## src/rtl/ptw_pkg.sv

```systemverilog
// Shared types for the page table walker.
//   riscv      : Sv39 page table entry layout
//   ariane_pkg : TLB fill record and page table geometry
//   ptw_pkg    : walk level encoding and VPN field selection
// Optional feature macro used by the walker: PTW_AD_CHECK_EN.
package riscv;
  typedef struct packed {
    logic [9:0]  reserved;
    logic [43:0] ppn;
    logic [1:0]  rsw;
    logic        d;
    logic        a;
    logic        g;
    logic        u;
    logic        x;
    logic        w;
    logic        r;
    logic        v;
  } pte_t;
endpackage

package ariane_pkg;
  localparam int unsigned PT_LEVELS      = 3;
  localparam int unsigned PTE_BYTES      = 8;
  // Widest ASID the fill record carries; narrower ASIDs are zero-extended.
  localparam int unsigned ASID_MAX_WIDTH = 16;

  typedef struct packed {
    logic                      valid;
    logic                      is_2M;
    logic                      is_1G;
    logic [26:0]               vpn;
    logic [ASID_MAX_WIDTH-1:0] asid;
    riscv::pte_t               content;
  } tlb_update_t;
endpackage

package ptw_pkg;
  typedef enum logic [1:0] {
    LVL_1G = 2'd0,
    LVL_2M = 2'd1,
    LVL_4K = 2'd2
  } level_e;

  // VPN slice that indexes the page table at the given level.
  function automatic logic [8:0] vpn_field(input logic [63:0] va, input level_e lvl);
    case (lvl)
      LVL_1G:  return va[38:30];
      LVL_2M:  return va[29:21];
      default: return va[20:12];
    endcase
  endfunction
endpackage

```

## src/rtl/ptw_if.sv

```systemverilog
// PTE read port between the walker (master) and the memory side (slave).
// Handshake: the master holds mem_req_o high with mem_addr_o stable until a
// cycle in which mem_gnt_i is also high; that cycle transfers the request.
// Each granted request receives exactly one mem_rvalid_i pulse carrying
// mem_rdata_i in a later cycle; rvalid cannot be back-pressured.
interface ptw_if;
  logic        mem_req_o;
  logic [55:0] mem_addr_o;
  logic        mem_gnt_i;
  logic        mem_rvalid_i;
  logic [63:0] mem_rdata_i;

  modport master (
    output mem_req_o, mem_addr_o,
    input  mem_gnt_i, mem_rvalid_i, mem_rdata_i
  );

  modport slave (
    input  mem_req_o, mem_addr_o,
    output mem_gnt_i, mem_rvalid_i, mem_rdata_i
  );
endinterface

```

## src/rtl/ptw.sv

```systemverilog
// Sv39 hardware page table walker: resolves a TLB miss into a TLB fill or a
// page fault by reading up to three PTEs. Defining PTW_AD_CHECK_EN makes a
// leaf with A clear (or D clear on a store) fault instead of filling.
module ptw
  import ariane_pkg::*;
  import ptw_pkg::*;
#(
  parameter int unsigned ASID_WIDTH = 1
) (
  input  logic                  clk_i,
  input  logic                  rst_i,
  input  logic                  flush_i,
  input  logic                  walk_req_i,
  input  logic [63:0]           walk_vaddr_i,
  input  logic [ASID_WIDTH-1:0] walk_asid_i,
  input  logic                  walk_is_store_i,
  input  logic [43:0]           satp_ppn_i,
  output logic                  walk_busy_o,
  ptw_if.master                 mem,
  output tlb_update_t           update_o,
  output logic                  page_fault_o,
  output logic [63:0]           fault_vaddr_o,
  output logic [2:0]            dbg_state
);

  typedef enum logic [2:0] {
    IDLE            = 3'd0,
    WAIT_GRANT      = 3'd1,
    PTE_LOOKUP      = 3'd2,
    PROPAGATE_ERROR = 3'd3,
    WAIT_RVALID     = 3'd4
  } state_e;

  localparam int unsigned PTE_OFS = $clog2(PTE_BYTES);

  state_e                state_q, state_d;
  level_e                level_q, level_d;
  logic [63:0]           vaddr_q, vaddr_d;
  logic [ASID_WIDTH-1:0] asid_q, asid_d;
  logic                  store_q, store_d;
  logic [55:0]           addr_q, addr_d;
  tlb_update_t           update_q, update_d;

  riscv::pte_t pte;
  level_e      next_level;
  logic        leaf, misaligned, leaf_fault, last_level;

  assign pte        = riscv::pte_t'(mem.mem_rdata_i);
  assign leaf       = pte.r | pte.x;
  assign last_level = (level_q == level_e'(2'(PT_LEVELS - 1)));
  assign next_level = (level_q == LVL_1G) ? LVL_2M : LVL_4K;
  // Superpage leaves must point at a naturally aligned physical region.
  assign misaligned = (level_q == LVL_1G) ? (pte.ppn[17:0] != 18'd0) :
                      (level_q == LVL_2M) ? (pte.ppn[8:0]  != 9'd0)  : 1'b0;

  // Permission checks applied to a valid leaf PTE.
  always_comb begin
    leaf_fault = misaligned | (store_q & ~pte.w);
`ifdef PTW_AD_CHECK_EN
    leaf_fault = leaf_fault | ~pte.a | (store_q & ~pte.d);
`endif
  end

  // Next-state logic for the walk; update_d is a one-cycle fill pulse.
  always_comb begin
    state_d  = state_q;
    level_d  = level_q;
    vaddr_d  = vaddr_q;
    asid_d   = asid_q;
    store_d  = store_q;
    addr_d   = addr_q;
    update_d = '0;
    unique case (state_q)
      IDLE: begin
        if (walk_req_i && !flush_i) begin
          vaddr_d = walk_vaddr_i;
          asid_d  = walk_asid_i;
          store_d = walk_is_store_i;
          level_d = LVL_1G;
          // Non-canonical addresses fault without touching memory.
          if (walk_vaddr_i[63:39] != {25{walk_vaddr_i[38]}}) begin
            state_d = PROPAGATE_ERROR;
          end else begin
            addr_d  = {satp_ppn_i, walk_vaddr_i[38:30], {PTE_OFS{1'b0}}};
            state_d = WAIT_GRANT;
          end
        end
      end
      WAIT_GRANT: begin
        if (flush_i) begin
          // A granted request still owes a response that must be drained.
          state_d = mem.mem_gnt_i ? WAIT_RVALID : IDLE;
        end else if (mem.mem_gnt_i) begin
          state_d = PTE_LOOKUP;
        end
      end
      PTE_LOOKUP: begin
        if (mem.mem_rvalid_i) begin
          if (flush_i) begin
            state_d = IDLE;
          end else if (!pte.v || (!pte.r && pte.w)) begin
            state_d = PROPAGATE_ERROR;
          end else if (leaf) begin
            if (leaf_fault) begin
              state_d = PROPAGATE_ERROR;
            end else begin
              update_d.valid   = 1'b1;
              update_d.is_1G   = (level_q == LVL_1G);
              update_d.is_2M   = (level_q == LVL_2M);
              update_d.vpn     = vaddr_q[38:12];
              update_d.asid    = ASID_MAX_WIDTH'(asid_q);
              update_d.content = pte;
              state_d          = IDLE;
            end
          end else if (last_level) begin
            state_d = PROPAGATE_ERROR;
          end else begin
            level_d = next_level;
            addr_d  = {pte.ppn, vpn_field(vaddr_q, next_level), {PTE_OFS{1'b0}}};
            state_d = WAIT_GRANT;
          end
        end else if (flush_i) begin
          state_d = WAIT_RVALID;
        end
      end
      PROPAGATE_ERROR: state_d = IDLE;
      WAIT_RVALID: begin
        if (mem.mem_rvalid_i) state_d = IDLE;
      end
      default: state_d = IDLE;
    endcase
  end

  // State and output registers; reset clears everything, including a walk in flight.
  always_ff @(posedge clk_i) begin
    if (rst_i) begin
      state_q  <= IDLE;
      level_q  <= LVL_1G;
      vaddr_q  <= '0;
      asid_q   <= '0;
      store_q  <= 1'b0;
      addr_q   <= '0;
      update_q <= '0;
    end else begin
      state_q  <= state_d;
      level_q  <= level_d;
      vaddr_q  <= vaddr_d;
      asid_q   <= asid_d;
      store_q  <= store_d;
      addr_q   <= addr_d;
      update_q <= update_d;
    end
  end

  assign walk_busy_o    = (state_q != IDLE);
  assign mem.mem_req_o  = (state_q == WAIT_GRANT);
  assign mem.mem_addr_o = addr_q;
  assign update_o       = update_q;
  assign page_fault_o   = (state_q == PROPAGATE_ERROR);
  assign fault_vaddr_o  = vaddr_q;
  assign dbg_state      = state_q;

endmodule
```

## src/flat_wrapper.sv

```systemverilog
// flat-port wrapper written by rule: the top's interface ports become plain ports
module ptw_flat import ariane_pkg::*; import ptw_pkg::*;
#(
  parameter int unsigned ASID_WIDTH = 1
)
  (clk_i, rst_i, flush_i, walk_req_i, walk_vaddr_i, walk_asid_i, walk_is_store_i, satp_ppn_i, walk_busy_o, update_o, page_fault_o, fault_vaddr_o, dbg_state, mem_mem_req_o, mem_mem_addr_o, mem_mem_gnt_i, mem_mem_rvalid_i, mem_mem_rdata_i);
  ptw_if mem_i ();
  input  logic clk_i;
  input  logic rst_i;
  input  logic flush_i;
  input  logic walk_req_i;
  input  logic [63:0] walk_vaddr_i;
  input  logic [ASID_WIDTH-1:0] walk_asid_i;
  input  logic walk_is_store_i;
  input  logic [43:0] satp_ppn_i;
  output logic walk_busy_o;
  output tlb_update_t update_o;
  output logic page_fault_o;
  output logic [63:0] fault_vaddr_o;
  output logic [2:0] dbg_state;
  output wire logic [$bits(mem_i.mem_req_o)-1:0] mem_mem_req_o;
  output wire logic [$bits(mem_i.mem_addr_o)-1:0] mem_mem_addr_o;
  input wire logic [$bits(mem_i.mem_gnt_i)-1:0] mem_mem_gnt_i;
  input wire logic [$bits(mem_i.mem_rvalid_i)-1:0] mem_mem_rvalid_i;
  input wire logic [$bits(mem_i.mem_rdata_i)-1:0] mem_mem_rdata_i;
  assign mem_mem_req_o = mem_i.mem_req_o;
  assign mem_mem_addr_o = mem_i.mem_addr_o;
  assign mem_i.mem_gnt_i = mem_mem_gnt_i;
  assign mem_i.mem_rvalid_i = mem_mem_rvalid_i;
  assign mem_i.mem_rdata_i = mem_mem_rdata_i;
  ptw #(.ASID_WIDTH(ASID_WIDTH)) u_core (.clk_i(clk_i), .rst_i(rst_i), .flush_i(flush_i), .walk_req_i(walk_req_i), .walk_vaddr_i(walk_vaddr_i), .walk_asid_i(walk_asid_i), .walk_is_store_i(walk_is_store_i), .satp_ppn_i(satp_ppn_i), .walk_busy_o(walk_busy_o), .mem(mem_i), .update_o(update_o), .page_fault_o(page_fault_o), .fault_vaddr_o(fault_vaddr_o), .dbg_state(dbg_state));
endmodule
```

## config.mk

```make
export PLATFORM = sky130hd
export DESIGN_NAME = ptw_flat
export DESIGN_NICKNAME = d
export VERILOG_FILES = /design/src/rtl/ptw_pkg.sv /design/src/rtl/ptw_if.sv /design/src/rtl/ptw.sv /design/src/flat_wrapper.sv
export SDC_FILE = /design/constraint.sdc
export NUM_CORES = 1
export LEC_CHECK = 0
export ABC_AREA = 1
export CAP_MARGIN = 20
export CORE_AREA = 2 2 163 165
export CTS_CLUSTER_DIAMETER = 60
export CTS_CLUSTER_SIZE = 28
export DETAILED_ROUTE_END_ITERATION = 12
export DIE_AREA = 0 0 165 167
export GPL_TIMING_DRIVEN = 0
export PLACE_DENSITY = 0.63
export SLEW_MARGIN = 20
export SYNTH_ARGS = -nofsm -noshare
export SYNTH_HDL_FRONTEND = slang
export SYNTH_SLANG_ARGS = --single-unit
```

## constraint.sdc

```tcl
create_clock -name clk_i -period 3.85 [get_ports clk_i]
set_clock_uncertainty 0.15 [all_clocks]
set_input_delay 0.9625 -clock clk_i [delete_from_list [all_inputs] [get_ports clk_i]]
set_output_delay 0.9625 -clock clk_i [all_outputs]
set_load 0.02 [all_outputs]
```

==> impl_metrics.yaml <==
synthesis:
  synth-edff-count: 0
  syn_avg_cell_area_um2: 7.68
  ys_top_cells_by_area: "dfxtp_1, nor2_1, o21ai_0, inv_1, nand2_1"
  synth_largest_area_cell: "dfxtp_1"
  ys_ff_latch: 219
  yosysTopAreaCellShare: 0.538
  synth_cell_types: 34
  synth_most_common_cell: "nor2_1"
  synthArstFlopShare: 0
  syn_area_um2: 8140
  seq_area_frac_synth: 0.538
  netlist_instances: 1060
  synthTopCellsByCount: "nor2_1, dfxtp_1, o21ai_0"
  ys_warn_count: 0
  yosys_most_used_dff: "dfxtp_1"
clock_tree:
  clockBufferDepth: 3
  cts_setup_buffers: 0
  cts_tree: "done"
  cts-resized-gates: 0
  cts_root_buf: "clkbuf_16"
  clk_pin_slew_ps: 70
  cts_buffers: 21
  ctsHoldBuffers: 0
  insertion_delay_ps: 520
  ctsHtreeMaxLevel: 1
  cts.sinks: 219
critical_path:
  crit_type: "flop to primary output"
  critPathMaxFanout: 3
  worstPathArrival_ps: 1990
  endpoint_kind: "primary output"
  worstPathCellList: "inv_2, nor3_1, clkdlybuf4s50_1"
  cp_data_required_time_ps: 2740
  cp-start-kind: "flop"
  slowest_stage: "clkdlybuf4s50_1"
  slowest_delay_ps: 710
routing:
  wire_per_inst_um: 16.6
  routed_wl_um: 30700
  first_pass_iters: 5
  postRouteAntennaNets: 0
  initialDrtViolationCount: 480
  via_per_inst: 4.42
  drc_errors: 0
  via_count: 8165
sta:
  max-slew-margin-rel: 0.494
  fin_setup_tns_ps: 0
  timing_worst_slew_pin_value_ps: 758
  hold_viol_final: 0
  finalCritPeriodShare: 0.806
  rsz0062_at_grt: "false"
  setup_viol: 0
  fin_crit_ps: 3100
  finalMaxSlewViolations: 0
  fmax_ghz: 0.322
finish:
  nFillCells: 2517
  nets: 1677
  fin_cells: 1847
  drive_gt1_frac: 0.0787
  antenna_cells: 0
  syn_to_final_growth_pct: 63.8
placement:
  dp.cells: 1809
  place_congestion: 0.860
  portBuffers: 397
  dp_hpwl_um: 23900
power:
  power_uw: 8070
  p_per_area_nw_per_um2: 605
  vdd_ir_drop_max_mv: 0.342
  p_leak_uw: 0.00550
outcome:
  status: "completed"
global_routing:
  grt_overflow: 0
  grt_pass1_vias: 7768
  grt_max_degree: 22
  grt_pass1_wl_um: 44900
  grt.total_usage: 0.212
  antenna_found_initial: 0
run:
  cap_violations: 0
floorplanning:
  core_area_um2: 25800
  ios: 416
  initial_core_util: 0.316
  dieHeight_um: 167
  die_w_um: 165
  rows: 59
  die_area_um2: 27600
hold_path:
  hp-class: "flop to flop"
-- layer usage --
layer,track usage,up-vias,wire (um)
li1,-,4144,-
met5,0,-,0
met2,0.368,284,14900
met1,0.256,3685,12500
met3,0.0496,52,2390
met4,0.0692,0,906
-- stage by stage --
step / setup WS [ps] / utilization / hold slack, ps / area, um2
after floorplan: 1540 / - / 266 / 8210
after global placement: 440 / 0.489 / 282 / 12600
after detailed placement: 447 / 0.489 / 287 / 12600
after CTS: 705 / 0.518 / 298 / 13300
after global routing: 633 / 0.518 / 324 / 13300
final: 748 / 0.518 / 293 / 13300
-- cells in the final DEF (no fill, tap or decap), drive strengths merged --
master,n
clkdlybuf4s50,397
nor2,300
dfxtp,219
o21ai,156
inv,132
nand2,113
clkbuf,54
a21oi,42
buf,42
conb,18
a221oi,8
nand3,8
nor3,8
clkinv,4
nand3b,3
nor4,2
a21boi,1
a31oi,1
nand2b,1
or2,1
o22ai,1
a211oi,1
-- cells by family (layout without fill, tap and decap cells) --
family                 count (synthesis)  in the layout  synth area share
AO/OA/AOI/OAI                        210            210             0.136
flip-flops                           219            219             0.538
buffers and inverters                194            629             0.107
other                                  1             18          0.000461
AND/OR/NAND/NOR                      436            436             0.218
-- state kept, by name, indices dropped and copies added (netlist names) --
signal                 count
u_core.update_o           95
u_core.level_q             2
u_core.mem.mem_addr_o     53
u_core.store_q             1
u_core.asid_q              1
u_core.fault_vaddr_o      64
u_core.dbg_state           3
-- final cells by class --
type | count | area [um2] | area share
Tap cell | 335 | 419 | 0.0314
Inverter | 120 | 455 | 0.0342
Clock inverter | 16 | 195 | 0.0146
Multi-Input combinational cell | 664 | 2950 | 0.221
Clock buffer | 22 | 539 | 0.0404
Sequential cell | 219 | 4380 | 0.329
Buffer | 74 | 419 | 0.0314
Timing Repair Buffer | 397 | 3970 | 0.298
-- final timing paths --
path	to	from	slack, ps	depth (start not counted)
min reg2reg	u_core.update_o[64]	u_core.asid_q	290	2
max reg2reg	u_core.mem.mem_addr_o[12]	u_core.dbg_state[0]	1660	9
max	mem_mem_req_o	u_core.dbg_state[0]	750	3
min	u_core.update_o[64]	u_core.asid_q	290	2
-- worst max-delay path: cells and delay by family, from the launching register on --
| family | cells | cell delay, ps |
|---|---|---|
| simple gates | 1 | 290 |
| buf+inv | 2 | 790 |
| flops | 1 | 410 |
-- where the power goes --
group          total, uW  internal [uW]  leakage (uW)  switching (uW)
logic               3010           1280       0.00336            1730
registers           2850           2640       0.00178             210
clock network       2210           1120      0.000360            1090
Power figures use the tool's default switching activity.
